===== config.mk =====
export PLATFORM = sky130hd
export DESIGN_NAME = ym_bus_if_flat
export DESIGN_NICKNAME = d
export VERILOG_FILES = /design/src/rtl/ym_bus_pkg.sv /design/src/rtl/ym_bus_if_if.sv /design/src/rtl/ym_wr_fifo.sv /design/src/rtl/ym_bus_if.sv /design/src/flat_wrapper.sv
export SDC_FILE = /design/constraint.sdc
export NUM_CORES = 1
export LEC_CHECK = 0
export ABC_CLOCK_PERIOD_IN_PS = 5710
export CAP_MARGIN = 20
export CORE_ASPECT_RATIO = 1.75
export CORE_MARGIN = 1.5
export CORE_UTILIZATION = 55
export CTS_CLUSTER_SIZE = 20
export DETAILED_ROUTE_END_ITERATION = 7
export DONT_BUFFER_PORTS = 1
export GPL_ROUTABILITY_DRIVEN = 0
export GPL_TIMING_DRIVEN = 1
export MAX_ROUTING_LAYER = met4
export PLACE_DENSITY = 0.74
export SLEW_MARGIN = 10
export SYNTH_ARGS = -nofsm -noshare
export SYNTH_HDL_FRONTEND = slang
export SYNTH_SLANG_ARGS = --single-unit

===== constraint.sdc =====
create_clock -name clk -period 5.71 [get_ports clk]
set_input_delay 1.142 -clock clk [delete_from_list [all_inputs] [get_ports clk]]
set_output_delay 1.142 -clock clk [all_outputs]
set_load 0.01 [all_outputs]

===== src/rtl/ym_bus_pkg.sv =====
// Shared types and defaults for the host write-port bridge.
package ym_bus_pkg;

    localparam int unsigned ENTRY_W             = 9;
    localparam int unsigned DEPTH_DEFAULT       = 4;
    localparam int unsigned SYNC_STAGES_DEFAULT = 2;

    // One queued host write: register-select bit plus data byte.
    typedef struct packed {
        logic       a0;
        logic [7:0] data;
    } entry_t;

endpackage


===== src/rtl/ym_bus_if_if.sv =====
// Host-bus and synth-side write handshake bundle for ym_bus_if.
interface ym_bus_if_if;

    logic       bus_cs_n;
    logic       bus_wr_n;
    logic       bus_a0;
    logic [7:0] bus_din;
    logic       wr_valid;
    logic       wr_a0;
    logic [7:0] wr_data;
    logic       wr_ready;

    // Bridge side: consumes the host bus, presents the queue head.
    modport slave (
        input  bus_cs_n, bus_wr_n, bus_a0, bus_din, wr_ready,
        output wr_valid, wr_a0, wr_data
    );

    // Host / synth-core side.
    modport master (
        output bus_cs_n, bus_wr_n, bus_a0, bus_din, wr_ready,
        input  wr_valid, wr_a0, wr_data
    );

endinterface


===== src/rtl/ym_wr_fifo.sv =====
// Write queue: FIFO of host writes with level count and sticky overflow.
module ym_wr_fifo
    import ym_bus_pkg::*;
#(
    parameter int unsigned DEPTH = DEPTH_DEFAULT,
    localparam int unsigned PTR_W = (DEPTH > 1) ? $clog2(DEPTH) : 1,
    localparam int unsigned LVL_W = $clog2(DEPTH) + 1
) (
    input  logic             clk,
    input  logic             rst_n,
    input  logic             push,
    input  entry_t           push_entry,
    input  logic             pop,
    input  logic             overflow_clr,
    output entry_t           head,
    output logic             full,
    output logic             empty,
    output logic [LVL_W-1:0] level,
    output logic             overflow
);

    entry_t           mem_q [DEPTH];
    entry_t           mem_d [DEPTH];
    logic [PTR_W-1:0] wr_ptr_q, wr_ptr_d;
    logic [PTR_W-1:0] rd_ptr_q, rd_ptr_d;
    logic [LVL_W-1:0] level_q, level_d;
    logic             overflow_q, overflow_d;
    logic             push_ok, pop_ok, drop;

    // Next-state: a push into a full queue is accepted only when a pop frees a slot.
    always_comb begin
        full       = (level_q == LVL_W'(DEPTH));
        empty      = (level_q == '0);
        pop_ok     = pop & ~empty;
        push_ok    = push & (~full | pop_ok);
        drop       = push & full & ~pop_ok;

        mem_d = mem_q;
        if (push_ok) begin
            mem_d[wr_ptr_q] = push_entry;
        end

        wr_ptr_d = wr_ptr_q + PTR_W'(push_ok);
        rd_ptr_d = rd_ptr_q + PTR_W'(pop_ok);

        level_d = level_q;
        case ({push_ok, pop_ok})
            2'b10:   level_d = level_q + LVL_W'(1);
            2'b01:   level_d = level_q - LVL_W'(1);
            default: level_d = level_q;
        endcase

        // A drop on the same edge as a clear leaves the flag set.
        overflow_d = drop | (overflow_q & ~overflow_clr);
    end

    // Queue state registers.
    always_ff @(posedge clk or negedge rst_n) begin
        if (!rst_n) begin
            for (int unsigned i = 0; i < DEPTH; i++) begin
                mem_q[i] <= '0;
            end
            wr_ptr_q   <= '0;
            rd_ptr_q   <= '0;
            level_q    <= '0;
            overflow_q <= 1'b0;
        end else begin
            mem_q      <= mem_d;
            wr_ptr_q   <= wr_ptr_d;
            rd_ptr_q   <= rd_ptr_d;
            level_q    <= level_d;
            overflow_q <= overflow_d;
        end
    end

    assign head     = mem_q[rd_ptr_q];
    assign level    = level_q;
    assign overflow = overflow_q;

endmodule


===== src/rtl/ym_bus_if.sv =====
// Host write-port bridge: synchronises the async host bus, captures each
// write into a holding register and pushes it into the write queue on the
// rising edge of the write strobe.
module ym_bus_if
    import ym_bus_pkg::*;
#(
    parameter int unsigned DEPTH       = DEPTH_DEFAULT,
    parameter int unsigned SYNC_STAGES = SYNC_STAGES_DEFAULT
) (
    input  logic                   clk,
    input  logic                   rst_n,
    ym_bus_if_if.slave             bus,
    input  logic                   overflow_clr,
    output logic [$clog2(DEPTH):0] level,
    output logic                   overflow
);

    localparam int unsigned TOP = SYNC_STAGES - 1;

    logic [SYNC_STAGES-1:0]      cs_sync_q, cs_sync_d;
    logic [SYNC_STAGES-1:0]      wr_sync_q, wr_sync_d;
    logic [SYNC_STAGES-1:0]      a0_pipe_q, a0_pipe_d;
    logic [SYNC_STAGES-1:0][7:0] din_pipe_q, din_pipe_d;
    logic                        wr_prev_q, wr_prev_d;
    logic                        armed_q, armed_d;
    entry_t                      hold_q, hold_d;

    logic   cs_s, wr_s, load, strobe;
    entry_t head;
    logic   fifo_full, fifo_empty;

    // a0/din travel through chains as deep as the cs/wr synchronisers so the
    // captured data lines up with the synced strobe samples.
    always_comb begin
        cs_sync_d  = {cs_sync_q[SYNC_STAGES-2:0], bus.bus_cs_n};
        wr_sync_d  = {wr_sync_q[SYNC_STAGES-2:0], bus.bus_wr_n};
        a0_pipe_d  = {a0_pipe_q[SYNC_STAGES-2:0], bus.bus_a0};
        din_pipe_d[0] = bus.bus_din;
        for (int unsigned i = 1; i < SYNC_STAGES; i++) begin
            din_pipe_d[i] = din_pipe_q[i-1];
        end

        cs_s   = cs_sync_q[TOP];
        wr_s   = wr_sync_q[TOP];
        load   = ~wr_s & ~cs_s;
        strobe = wr_s & ~wr_prev_q & armed_q;

        hold_d = hold_q;
        if (load) begin
            hold_d.a0   = a0_pipe_q[TOP];
            hold_d.data = din_pipe_q[TOP];
        end

        armed_d = armed_q;
        if (load) begin
            armed_d = 1'b1;
        end else if (strobe) begin
            armed_d = 1'b0;
        end

        wr_prev_d = wr_s;
    end

    // Synchroniser, holding-register and strobe-history registers.
    always_ff @(posedge clk or negedge rst_n) begin
        if (!rst_n) begin
            cs_sync_q  <= '1;
            wr_sync_q  <= '1;
            a0_pipe_q  <= '0;
            din_pipe_q <= '0;
            wr_prev_q  <= 1'b1;
            armed_q    <= 1'b0;
            hold_q     <= '0;
        end else begin
            cs_sync_q  <= cs_sync_d;
            wr_sync_q  <= wr_sync_d;
            a0_pipe_q  <= a0_pipe_d;
            din_pipe_q <= din_pipe_d;
            wr_prev_q  <= wr_prev_d;
            armed_q    <= armed_d;
            hold_q     <= hold_d;
        end
    end

    ym_wr_fifo #(
        .DEPTH (DEPTH)
    ) u_fifo (
        .clk          (clk),
        .rst_n        (rst_n),
        .push         (strobe),
        .push_entry   (hold_q),
        .pop          (bus.wr_ready),
        .overflow_clr (overflow_clr),
        .head         (head),
        .full         (fifo_full),
        .empty        (fifo_empty),
        .level        (level),
        .overflow     (overflow)
    );

    assign bus.wr_valid = ~fifo_empty;
    assign bus.wr_a0    = head.a0;
    assign bus.wr_data  = head.data;

endmodule

===== src/flat_wrapper.sv =====
// flat-port wrapper written by rule: the top's interface ports become plain ports
module ym_bus_if_flat import ym_bus_pkg::*;
#(
    parameter int unsigned DEPTH       = DEPTH_DEFAULT,
    parameter int unsigned SYNC_STAGES = SYNC_STAGES_DEFAULT
)
  (clk, rst_n, overflow_clr, level, overflow, bus_bus_cs_n, bus_bus_wr_n, bus_bus_a0, bus_bus_din, bus_wr_ready, bus_wr_valid, bus_wr_a0, bus_wr_data);
  ym_bus_if_if bus_i ();
  input  logic clk;
  input  logic rst_n;
  input  logic overflow_clr;
  output logic [$clog2(DEPTH):0] level;
  output logic overflow;
  input wire logic [$bits(bus_i.bus_cs_n)-1:0] bus_bus_cs_n;
  input wire logic [$bits(bus_i.bus_wr_n)-1:0] bus_bus_wr_n;
  input wire logic [$bits(bus_i.bus_a0)-1:0] bus_bus_a0;
  input wire logic [$bits(bus_i.bus_din)-1:0] bus_bus_din;
  input wire logic [$bits(bus_i.wr_ready)-1:0] bus_wr_ready;
  output wire logic [$bits(bus_i.wr_valid)-1:0] bus_wr_valid;
  output wire logic [$bits(bus_i.wr_a0)-1:0] bus_wr_a0;
  output wire logic [$bits(bus_i.wr_data)-1:0] bus_wr_data;
  assign bus_i.bus_cs_n = bus_bus_cs_n;
  assign bus_i.bus_wr_n = bus_bus_wr_n;
  assign bus_i.bus_a0 = bus_bus_a0;
  assign bus_i.bus_din = bus_bus_din;
  assign bus_i.wr_ready = bus_wr_ready;
  assign bus_wr_valid = bus_i.wr_valid;
  assign bus_wr_a0 = bus_i.wr_a0;
  assign bus_wr_data = bus_i.wr_data;
  ym_bus_if #(.DEPTH(DEPTH), .SYNC_STAGES(SYNC_STAGES)) u_core (.clk(clk), .rst_n(rst_n), .bus(bus_i), .overflow_clr(overflow_clr), .level(level), .overflow(overflow));
endmodule

# [Word level (Yosys, flattened, before mapping)]
# Cells that the tools add are included.
[word_totals] ff_bits=77 output_inout_bits=14 mem_bits_rw=0 latch_bits=0 n_memories=0 in_bits=15 word_cells=63 rom_bits=0
[op_classes] div=0 bitwise=19 mux=9 n_eq_ne=3 reduce_logical=4 add_sub_neg=4 shift=0 n_lt_le_gt_ge=3 n_mul=0
[op_table] operator="36-bit bitwise mux" count=1
[op_table] operator="9-bit two-way mux" count=3
[op_table] operator="9-bit binary-select mux with 2-bit select" count=1
[op_table] operator="9-bit demux with 2-bit select" count=1
[op_table] operator="1-bit AND" count=8
[op_table] operator="1-bit NOT" count=7
[op_table] operator="3-bit greater-or-equal comparator, second input constant" count=2
[op_table] operator="2-bit NOT with 3-bit output" count=2
[op_table] operator="3-bit case mux with 2 select lines" count=1
[op_table] operator="2-bit by 1-bit adder with 2-bit output" count=2
[op_table] operator="2-bit nonzero test" count=2
[op_table] operator="3-bit by 1-bit adder with 3-bit output, second input constant" count=1
[op_table] operator="3-bit == test, second input constant" count=1
[op_table] operator="3-bit logical NOT" count=1
[op_table] operator="3-bit by 1-bit less-than comparator with 1-bit output, second input constant" count=1
[op_table] operator="3-bit by 1-bit subtractor with 3-bit output, second input constant" count=1
[op_table] operator="2-bit by 1-bit == test with 1-bit output, second input constant" count=1
[op_table] operator="2-bit == test, second input constant" count=1
[op_table] operator="1-bit two-way mux" count=2
[op_table] operator="1-bit bitwise OR" count=2
[op_table] operator="1-bit logical AND" count=1

# [Longest topological paths before layout]
[depth] depth_word=7 ltp_mapped=8

# [Cells and area by module]
# From an unflattened synthesis, not the netlist that was laid out.
[hier_totals] cells_unflattened=170 area_unflattened_um2=2965.3
[modules_own_cells] mod="ym_wr_fifo" cells_per_inst=123 seq_area_each_um2=1101.1 area_per_inst_um2=1996.9 n_inst=1
[modules_own_cells] mod="ym_bus_if" cells_per_inst=47 seq_area_each_um2=832.0 area_per_inst_um2=968.4 n_inst=1

# [Worst setup path after synthesis]
# OpenSTA, ideal clock, no wires.
[synth_path] kind="input -> register" start="input port bus_wr_ready" end="register u_core.u_fifo.level_q[2], in the netlist u_core.u_fifo.level[2]" setup_ps=79 required_time_ps=5631 t_arrival_ps=2772 setup_slack_ps=2859 path_stages=8 path_buffers=0 cell_sequence="nor4b_4 or2_2 ha_1 inv_1 fa_1 xor2_1 nor2_1 xor2_1"
[synth_via] elab_chain_cells=5
[synth_lines] item="start: declaration" line_no="flat_wrapper.sv:18" rtl="input wire logic [$bits(bus_i.wr_ready)-1:0] bus_wr_ready;"
[synth_lines] item="1-bit AND (*)" line_no="ym_wr_fifo.sv:34" rtl="pop_ok = pop & ~empty;"
[synth_lines] item="1-bit bitwise OR" line_no="ym_wr_fifo.sv:35" rtl="push_ok = push & (~full | pop_ok);"
[synth_lines] item="1-bit AND" line_no="ym_wr_fifo.sv:35"
[synth_lines] item="2-bit by 1-bit == test with 1-bit output / 2-bit == test (equally long branches)" line_no="ym_wr_fifo.sv:47" rtl="case ({push_ok, pop_ok})"
[synth_lines] item="3-bit case mux with 2 select lines / 2-bit nonzero test (equally long branches)"
[synth_lines] item="end signal: assignment" line_no="ym_wr_fifo.sv:71" rtl="level_q <= level_d;"
[synth_lines] item="end: declaration" line_no="ym_wr_fifo.sv:26" rtl="logic [LVL_W-1:0] level_q, level_d;"
# Every way passes the cells marked *; elsewhere a longest branch is shown, timed or not.
# A chain may end at the register's enable or synchronous reset.

# [Worst setup path after layout]
[layout_path] start="register u_core.u_fifo.rd_ptr_q[0]" end="output port bus_wr_data[0]"
[layout_via] elab_chain_cells=4
[layout_lines] item="start: declaration" line_no="ym_wr_fifo.sv:25" rtl="logic [PTR_W-1:0] rd_ptr_q, rd_ptr_d;"
[layout_lines] item="start signal: assignment" line_no="ym_wr_fifo.sv:70" rtl="rd_ptr_q <= rd_ptr_d;"
[layout_lines] item="2-bit NOT with 3-bit output (implied by the code)" line_no="ym_wr_fifo.sv:76" rtl="assign head = mem_q[rd_ptr_q];"
[layout_lines] item="9-bit binary-select mux with 2-bit select" line_no="ym_wr_fifo.sv:76"
[layout_lines] item="9-bit two-way mux (implied by the code) (2 in a row)" line_no="ym_wr_fifo.sv:76"
[layout_lines] item="end: declaration" line_no="flat_wrapper.sv:21" rtl="output wire logic [$bits(bus_i.wr_data)-1:0] bus_wr_data;"
# No other way between the ends. The select of a mux whose other input is x is not followed.

==> results_dict.tcl <==
set metrics [dict create \
    grt_overflow 0 \
    yosysWarnings 0 \
    grt_use_met1_pct 26.0 \
    die_h_um 101 \
    ant_nets 0 \
    max_stage_delay_ns 0.77 \
    max_cap_viol_count 0 \
    synthAdderAreaFrac_pct 1.93 \
    finalSetupViolCount 0 \
    muxShareOfSynthArea_pct 25.2 \
    intPower_mw 1.21 \
    layout_commonest_cell "dfrtp_1" \
    clkPwrFrac_pct 24.8 \
    htree_levels 3 \
    cts_root_buf "clkbuf_8" \
    finalHoldViolCount 0 \
    drt_wl_total_mm 4.91 \
    num_rows 35 \
    required_ns 4.57 \
    arrival_ns 1.75 \
    ys_seq_area_share_pct 64.7 \
    synth-async-reset-ratio_pct 100 \
    rsz0062_at_grt "false" \
    status "complete, no violations" \
    cpMaxStageDelayCell "dfrtp_1" \
    crit_buf_inv 0 \
    end_kind "output pin" \
    clockBufferDepth 2 \
    period_share_pct 50.7 \
    via_count 1366 \
    synth_cells 166 \
    drt_iter0_drc 39 \
    die_w_um 58.7 \
    cp_max_fo 10 \
    synthesis.area_mm2 0.00299 \
    slew_violations 0 \
    synth_seq_cells 77 \
    p_leak_nw 1.47 \
    io_pins 29 \
    drt-wirelength-per-cell_um 21.0 \
    clock_sinks 77 \
    drive_above_1_share_pct 45.3 \
    synthSimpleGateAreaFrac_pct 4.81 \
    vdd_drop_max_uv 272 \
    synth_nets 185 \
    dr.pass1.iters 4 \
    fin_util_pct 61.8 \
    finClkSkew_ns 0.0122 \
    syn_area_per_cell_um2 18.0 \
    critPathKind "flop to output pin" \
    cts_tree "done" \
    cts_resized 0 \
    coreArea_mm2 0.00526 \
    use_met3_pct 5.65 \
    gr-max-usage-layer "met2" \
    fin_crit_ns 2.89 \
    p_seq_share_pct 51.2 \
    tns_ns 0 \
    max_slew.worst_pin.slew_ns 1.04 \
    setup_slack_ns 2.82 \
    combPwrFrac_pct 24.0 \
    grt.met2_usage_pct 30.8 \
    cp_top_family "flip-flops" \
    start_util_pct 56.9 \
    dp_hpwl_mm 3.29 \
    layout_common_cells "72 x dfrtp_1, 36 x mux2_2, 12 x clkbuf_8" \
    dp.cells 218 \
    port-buffer-count 0 \
    grt_max_degree 78 \
    dieArea_mm2 0.00590 \
    yosys.area_share.xor_xnor_pct 1.47 \
    path_cells "mux4_2" \
    path_clk_slew_ns 0.08 \
    final_cells 234 \
    final_nets 193 \
    grt_pass1_vias 1553 \
    hp-class "flop to flop" \
    antenna_found_initial 0 \
    grt_pass1_wl_mm 8.25 \
    power_density_mw_per_mm2 521 \
    p_sw_uw 484 \
    synth-edff-count 0 \
    sw_frac_of_total_pct 28.6 \
    start_kind "flop" \
    postCtsHoldBufs 0 \
    synth_compound_area_share_pct 0.377 \
    drt-vias-per-instance 5.84 \
    max_freq_ghz 0.346 \
    antennaDiodeCount 0 \
    insertion_delay_ns 0.34 \
    synth_top_family_by_area "multiplexers" \
    cts_inserted_buffers 9 \
    netlist-cell-type-count 25 \
    r2r_slack_ns 3.34 \
    drc 0 \
    relSlewSlack_pct 30.4 \
    grt_use_total_pct 20.3 \
    synthFlopType "dfrtp_1" \
    syn_to_final_growth_pct 8.71 \
    cts_setup_buffers 0 \
    dp_slack_ns 2.64 \
]
-- cells in the mapped netlist, drive strengths merged (2+ instances only) --
cell | count | share of area (%)
dfrtp | 72 | 60
ha | 3 | 1.3
buf | 2 | 0.54
mux4 | 9 | 6.8
inv | 7 | 0.88
dfstp | 5 | 4.4
nor4b | 3 | 2.4
mux2 | 45 | 18
nor2 | 3 | 0.38
xor2 | 4 | 1.2
-- flip-flops by register name (all words and copies together), names as in the netlist, 3 cells and up --
register / count
u_core.u_fifo.mem_q: 36
u_core.hold_q: 9
u_core.din_pipe_d: 8
u_core.din_pipe_q: 8
u_core.u_fifo.level: 3
-- stage by stage --
stage | total power [mW] | hold WS [ns] | area [um^2]
2_1_floorplan | 1.19 | 0.331 | 2990
3_3_place_gp | 1.25 | 0.333 | 3040
3_5_place_dp | 1.29 | 0.337 | 3040
4_1_cts | 1.71 | 0.355 | 3250
5_1_grt | 1.79 | 0.358 | 3250
6_report | 1.69 | 0.354 | 3250
-- path summary, 6_finish.rpt --
check / start / endpoint / cells past startpoint
worst min-delay path: u_core.din_pipe_d[9] / u_core.din_pipe_q[9] / 0
min in group asynchronous: rst_n / u_core.u_fifo.mem_q[6] / 0
worst max-delay path: u_core.u_fifo.rd_ptr_q[0] / bus_wr_data[0] / 1
max in group asynchronous: rst_n / u_core.wr_sync_q[0] / 0
worst min register to register: u_core.din_pipe_d[9] / u_core.din_pipe_q[9] / 0
worst max register to register: u_core.u_fifo.level[1] / u_core.u_fifo.level[2] / 8
-- kinds of logic (layout without fill, tap and decap cells) --
logic type | count (synthesis) | count (layout)
AND/OR/NAND/NOR | 13 | 13
AO/OA/AOI/OAI | 2 | 2
flip-flops | 77 | 77
XOR/XNOR | 5 | 5
adder cells (fa/ha/maj) | 4 | 4
multiplexers | 55 | 55
buffers and inverters | 10 | 23
-- power by group through the flow --
stage | Combinational (mW) | Clock (mW) | Sequential [mW]
floorplan | 0.389 | 0 | 0.802
global placement | 0.389 | 0 | 0.859
detailed placement | 0.411 | 0 | 0.881
CTS | 0.413 | 0.430 | 0.871
global route | 0.441 | 0.451 | 0.894
finish | 0.406 | 0.421 | 0.866
-- layer usage --
metal  share of wire (%)  vias up  wire (um)
met2                  53       29       2610
met3                 3.5        8        170
met5                   0        -          0
met4                 1.6        0         80
li1                    -      603          -
met1                  42      726       2050
-- area by class of cell --
class	count	area (um^2)
multi-input combinational	79	1010
clock buffer	13	169
tap	55	68.8
sequential	77	1930
fill	394	2010
clock inverter	3	42.5
inverter	7	26.3
Note: power is estimated with default switching activity, not from simulation.
